==> config.mk <==
export PLATFORM = sky130hd
export DESIGN_NAME = multicycle_sequencer
export DESIGN_NICKNAME = d
export VERILOG_FILES = /design/src/rtl/multicycle_sequencer.sv
export SDC_FILE = /design/constraint.sdc
export NUM_CORES = 1
export LEC_CHECK = 0
export BUFFER_PORTS_ARGS = -buffer_cell sky130_fd_sc_hd__buf_4
export CAP_MARGIN = 30
export CORE_ASPECT_RATIO = 0.5
export CORE_UTILIZATION = 43
export DETAILED_ROUTE_END_ITERATION = 7
export PLACE_DENSITY = 0.68
export SLEW_MARGIN = 20
export SYNTH_ARGS = -nofsm -noshare
export SYNTH_HDL_FRONTEND = slang
export SYNTH_SLANG_ARGS = --single-unit
export TNS_END_PERCENT = 1
==> constraint.sdc <==
create_clock -name clk -period 5.7 [get_ports clk]
set_input_delay 1.71 -clock clk [delete_from_list [all_inputs] [get_ports clk]]
set_output_delay 1.71 -clock clk [all_outputs]
set_load 0.05 [all_outputs]
==> src/rtl/multicycle_sequencer.sv <==
// Multicycle MIPS control FSM with memory ready handshake, wait-state timeout,
// sticky fault state and retired-instruction counter.
module multicycle_sequencer #(
  parameter int MEM_WAIT_MAX = 15,
  parameter int CNT_W        = 32
) (
  input  logic             clk,
  input  logic             reset,
  input  logic [5:0]       op,
  input  logic [5:0]       funct,
  input  logic             zero,
  input  logic             mem_ready,
  output logic             memread,
  output logic             memwrite,
  output logic             iord,
  output logic             irwrite,
  output logic             pcen,
  output logic [1:0]       pcsrc,
  output logic             alusrca,
  output logic [1:0]       alusrcb,
  output logic [2:0]       alucontrol,
  output logic             regwrite,
  output logic             regdst,
  output logic             memtoreg,
  output logic [3:0]       state,
  output logic             fault,
  output logic [CNT_W-1:0] retired
);

  localparam int WAIT_W = (MEM_WAIT_MAX < 1) ? 1 : $clog2(MEM_WAIT_MAX + 1);
  localparam logic [WAIT_W-1:0] WAIT_LIMIT = WAIT_W'(MEM_WAIT_MAX);

  localparam logic [5:0] OP_RTYPE = 6'b000000;
  localparam logic [5:0] OP_LW    = 6'b100011;
  localparam logic [5:0] OP_SW    = 6'b101011;
  localparam logic [5:0] OP_BEQ   = 6'b000100;
  localparam logic [5:0] OP_ADDI  = 6'b001000;
  localparam logic [5:0] OP_J     = 6'b000010;

  localparam logic [2:0] ALU_ADD = 3'b010;
  localparam logic [2:0] ALU_SUB = 3'b110;

  typedef enum logic [3:0] {
    S_FETCH    = 4'd0,
    S_DECODE   = 4'd1,
    S_MEMADR   = 4'd2,
    S_MEMRD    = 4'd3,
    S_MEMWB    = 4'd4,
    S_MEMWR    = 4'd5,
    S_EXECUTE  = 4'd6,
    S_ALUWB    = 4'd7,
    S_BRANCH   = 4'd8,
    S_ADDIEXEC = 4'd9,
    S_ADDIWB   = 4'd10,
    S_JUMP     = 4'd11,
    S_FAULT    = 4'd15
  } state_t;

  state_t             state_q, state_d;
  logic [WAIT_W-1:0]  wait_q;
  logic [CNT_W-1:0]   retired_q;

  logic wait_state, wait_timeout, retire;
  logic pcwrite, branch;
  logic mr_raw, mw_raw, irw_raw, rw_raw;
  logic funct_ok;
  logic [2:0] funct_alu;

  always_comb begin
    funct_ok  = 1'b1;
    funct_alu = ALU_ADD;
    case (funct)
      6'b100000: funct_alu = 3'b010;
      6'b100010: funct_alu = 3'b110;
      6'b100100: funct_alu = 3'b000;
      6'b100101: funct_alu = 3'b001;
      6'b101010: funct_alu = 3'b111;
      default:   funct_ok  = 1'b0;
    endcase
  end

  // Wait counting applies only to the three states that own the memory port.
  assign wait_state   = (state_q == S_FETCH) || (state_q == S_MEMRD) ||
                        (state_q == S_MEMWR);
  assign wait_timeout = wait_state && !mem_ready && (wait_q == WAIT_LIMIT);

  always_comb begin
    state_d    = state_q;
    mr_raw     = 1'b0;
    mw_raw     = 1'b0;
    irw_raw    = 1'b0;
    rw_raw     = 1'b0;
    pcwrite    = 1'b0;
    branch     = 1'b0;
    iord       = 1'b0;
    pcsrc      = 2'b00;
    alusrca    = 1'b0;
    alusrcb    = 2'b00;
    alucontrol = 3'b000;
    regdst     = 1'b0;
    memtoreg   = 1'b0;
    retire     = 1'b0;
    case (state_q)
      S_FETCH: begin
        mr_raw     = 1'b1;
        alusrcb    = 2'b01;
        alucontrol = ALU_ADD;
        irw_raw    = mem_ready;
        pcwrite    = mem_ready;
        if (mem_ready) state_d = S_DECODE;
      end
      S_DECODE: begin
        alusrcb    = 2'b11;
        alucontrol = ALU_ADD;
        case (op)
          OP_LW, OP_SW: state_d = S_MEMADR;
          OP_RTYPE:     state_d = funct_ok ? S_EXECUTE : S_FAULT;
          OP_BEQ:       state_d = S_BRANCH;
          OP_ADDI:      state_d = S_ADDIEXEC;
          OP_J:         state_d = S_JUMP;
          default:      state_d = S_FAULT;
        endcase
      end
      S_MEMADR: begin
        alusrca    = 1'b1;
        alusrcb    = 2'b10;
        alucontrol = ALU_ADD;
        state_d    = (op == OP_LW) ? S_MEMRD : S_MEMWR;
      end
      S_MEMRD: begin
        mr_raw = 1'b1;
        iord   = 1'b1;
        if (mem_ready) state_d = S_MEMWB;
      end
      S_MEMWB: begin
        rw_raw   = 1'b1;
        memtoreg = 1'b1;
        retire   = 1'b1;
        state_d  = S_FETCH;
      end
      S_MEMWR: begin
        mw_raw = 1'b1;
        iord   = 1'b1;
        if (mem_ready) begin
          retire  = 1'b1;
          state_d = S_FETCH;
        end
      end
      S_EXECUTE: begin
        alusrca    = 1'b1;
        alucontrol = funct_alu;
        state_d    = S_ALUWB;
      end
      S_ALUWB: begin
        rw_raw  = 1'b1;
        regdst  = 1'b1;
        retire  = 1'b1;
        state_d = S_FETCH;
      end
      S_BRANCH: begin
        alusrca    = 1'b1;
        alucontrol = ALU_SUB;
        pcsrc      = 2'b01;
        branch     = 1'b1;
        retire     = 1'b1;
        state_d    = S_FETCH;
      end
      S_ADDIEXEC: begin
        alusrca    = 1'b1;
        alusrcb    = 2'b10;
        alucontrol = ALU_ADD;
        state_d    = S_ADDIWB;
      end
      S_ADDIWB: begin
        rw_raw  = 1'b1;
        retire  = 1'b1;
        state_d = S_FETCH;
      end
      S_JUMP: begin
        pcsrc   = 2'b10;
        pcwrite = 1'b1;
        retire  = 1'b1;
        state_d = S_FETCH;
      end
      S_FAULT: state_d = S_FAULT;
      default: state_d = S_FAULT;
    endcase
    // A completed access (mem_ready=1) never reaches here, so retire stays clean.
    if (wait_timeout) state_d = S_FAULT;
  end

  always_ff @(posedge clk or negedge reset) begin
    if (!reset) begin
      state_q   <= S_FETCH;
      wait_q    <= '0;
      retired_q <= '0;
    end else begin
      state_q <= state_d;
      if (wait_state && !mem_ready && (state_d != S_FAULT))
        wait_q <= wait_q + WAIT_W'(1);
      else
        wait_q <= '0;
      if (retire)
        retired_q <= retired_q + CNT_W'(1);
    end
  end

  // Strobes are gated by reset so nothing fires while reset is held low.
  assign memread  = mr_raw & reset;
  assign memwrite = mw_raw & reset;
  assign irwrite  = irw_raw & reset;
  assign regwrite = rw_raw & reset;
  assign pcen     = (pcwrite | (branch & zero)) & reset;

  assign state   = state_q;
  assign fault   = (state_q == S_FAULT);
  assign retired = retired_q;

endmodule
==> summary.md <==
| Metric | Value |
|---|---|
| Status | `finished clean` |
| Most used cell, CP | `buf_4` |
| Setup CP Type | `in -> out` |
| Area share of the largest cell type after synthesis | `42.08%` |
| I/O pins | `69` |
| Post-CTS setup buffer count | `0` |
| Hold Vio Cnt, Final | `0` |
| Global Route met3 Usage | `3.571%` |
| EDFF count, synth | `0` |
| Fin worst setup slack | `1224 ps` |
| CTS buffer count | `5` |
| Skew-Pair Late Insertion Delay | `290 ps` |
| Yosys cell types | `57` |
| Max IR drop VDD | `0.3469 mV` |
| DRT antenna net count | `0` |
| Top-count cell post-synth | `dfrtp_1` |
| Number of global-route vias before repair | `1821` |
| GRT Overall Usage | `18.61%` |
| Root Buffer | `clkbuf_8` |
| Largest cells by area after synthesis | `dfrtp_1 42%, xnor2_1 9.9%, nand2_1 3.3%` |
| Total Wirelength | `5199 um` |
| Setup Skew | `2.048 ps` |
| Finished Layout Cells | `380` |
| CP Launch Type | `input port` |
| CTS tree | `built` |
| Async set-reset flop share out of synthesis | `100.0%` |
| Fmax | `0.2234 GHz` |
| Slew margin rel. | `51.05%` |
| Commonest cells post-synth | `40 x dfrtp_1, 27 x xnor2_1, 21 x nand2_1` |
| #FFs+latches synth | `40` |
| # DRC | `0` |
| Worst Path Buf+Inv | `2` |
| Crit Path Max Fanout | `9` |
| Final period util | `78.53%` |
| Layout area overhead | `26.78%` |
| P_leak | `1.374 nW` |
| I/O Buffers | `68` |
| Max H-tree Level | `2` |
| Inst Count DP | `373` |
| Initial Utilization | `46.52%` |
| GR Overflow Total | `0` |
| Initial antenna violation count | `0` |
| Slowest-stage cell, CP | `buf_4` |
| Synth area leader | `dfrtp_1` |
| Max-slew violations | `0` |
| Tightest Hold Check Type | `reg -> reg` |
| # setup viols final | `0` |
| First-pass GRT wire length | `8342 um` |
| Hpwl dp | `3797 um` |
| Met2 usage | `30.65%` |
| Hold bufs inserted after CTS | `0` |
| Critical Path RT | `3990 ps` |
| Worst Tran Pin Value | `734.2 ps` |
| Dpl cell area | `2938 um2` |
| Vias per cell | `5.384` |
| Height of the die | `54.59 um` |
| Critical path's top delay family | `simple AND/OR/NAND/NOR gates` |
| Max incr delay on CP | `230 ps` |
| Ant diodes | `0` |
| Initial DRC count | `114` |
| Design area | `3015 um2` |
| Min Tclk post-route | `4476 ps` |
| Post-Syn Nets | `261` |
| Clk slew on worst S/H paths | `70 ps` |
| Met1 usage | `24.80%` |
| Die area | `5851 um2` |
| Sequential fraction of the synthesis area | `42.08%` |
| Row count | `18` |
| Crit path DAT | `2770 ps` |
| Mapped Area | `2379 um2` |
| Max Cap Violations | `0` |
| Yosys warns | `0` |
| Total number of vias | `2046` |
| Die width | `107.2 um` |
| Critical path endpoint category | `output port` |
| RSZ-0062 raised after global routing | `false` |
| Fillers | `461` |
| Gr busiest metal | `met2` |
| Worst path cell trace | `buf_4 > nor2b_1 > a21oi_1 > nor3_1 > a31oi_1 > nor3b_1 > buf_4` |
| Num Clock Sinks | `40` |
| Cts repair resizes | `0` |
| TNS Setup | `0 ps` |
| Place WS | `1239 ps` |
| Routability cong. | `0.7889` |
| Top_reg_cell synth | `dfrtp_1` |
| Core area | `5112 um2` |
| Post-DR wirelength/cell | `13.68 um` |
| Mapped Cells | `243` |
| Share of post-route cells with drive strength above 1 | `29.68%` |
| Syn avg cell area | `9.788 um2` |
| Worst-case clock buffer depth | `2` |
| Post-layout net count | `328` |
| Total iterations of the first detailed-routing run | `4` |
| Pin count of the biggest net entering global routing | `36` |
| Power Total | `1.314 mW` |
| PwrDens | `435.7 nW/um2` |
[report_power, final]
group	switching [mW]	internal [mW]
Sequential	0.109	0.322
Clock	0.0929	0.0832
Combinational	0.465	0.242
[layout make-up]
cell class / instances / area [um2] / area share (%)
repair buffers: 69 / 518.0 / 17.18
multi-input cells: 190 / 1316 / 43.65
clock inverters: 1 / 5.005 / 0.1660
flip-flops and latches: 40 / 1001 / 33.20
inverters: 4 / 15.01 / 0.4979
clock buffers: 6 / 72.57 / 2.407
well taps: 70 / 87.58 / 2.905
[layout by cell type, fill, tap and decap left out, types with 8 or more instances in the layout]
| cell type | synthesis | routed |
|---|---|---|
| xor2_1 | 8 | 8 |
| nand2_1 | 21 | 21 |
| nand3_1 | 13 | 13 |
| a21oi_1 | 8 | 8 |
| nor2_1 | 20 | 20 |
| buf_4 | 0 | 69 |
| nor3_1 | 9 | 9 |
| xnor2_1 | 27 | 27 |
| dfrtp_1 | 40 | 40 |
| nand4_1 | 8 | 8 |
[worst reg2reg max path: cells and delay by family (launching register included)]
family,cells,cell delay (ps)
and+or+nand+nor,2,660
DFF,1,810
AOI/OAI and AO/OA,4,840
[per-layer routing]
| metal | vias up | part of all wire [%] |
|---|---|---|
| met5 | - | 0 |
| met2 | 58 | 44 |
| met3 | 6 | 6.0 |
| met4 | 0 | 1.4 |
| met1 | 976 | 48 |
| li1 | 1006 | - |
[cell families (layout without fill, tap and decap cells)]
family / Yosys count / in the layout / synth area share, %
DFF: 40 / 40 / 42.08
xor gates and xnor gates: 35 / 35 / 12.89
muxes: 3 / 3 / 1.368
adders and majority gates: 2 / 2 / 1.052
buffers and inverters: 13 / 80 / 2.578
AOI/OAI and AO/OA: 35 / 35 / 11.15
and+or+nand+nor: 115 / 115 / 28.88
[worst paths after layout]
kind                                          start                       to  slack (ps)  depth (start not counted)
worst max-delay path                      mem_ready                     pcen        1220                          7
worst min-delay path            wait_q[0]$_DFF_PN0_      wait_q[0]$_DFF_PN0_         470                          1
worst max register to register   state[0]$_DFF_PN0_      wait_q[3]$_DFF_PN0_        3260                          6
worst min register to register  wait_q[0]$_DFF_PN0_      wait_q[0]$_DFF_PN0_         470                          1
max in group asynchronous                     reset  retired[30]$_DFFE_PN0P_        3850                          2
min in group asynchronous                     reset      wait_q[3]$_DFF_PN0_        1220                          1
[state kept, by name, summed over array words and instances, names as in the netlist]
| register | flops |
|---|---|
| retired | 32 |
| wait_q | 4 |
| state | 4 |
[per-stage QoR]
step	util, %	hold slack, ps
3_3_place_gp	57.46	458.9
3_5_place_dp	57.46	470.0
6_report	58.98	473.1
4_1_cts	58.98	479.7
5_1_grt	58.98	483.9
2_1_floorplan	-	441.0
Note: power is estimated with default switching activity, not from simulation.
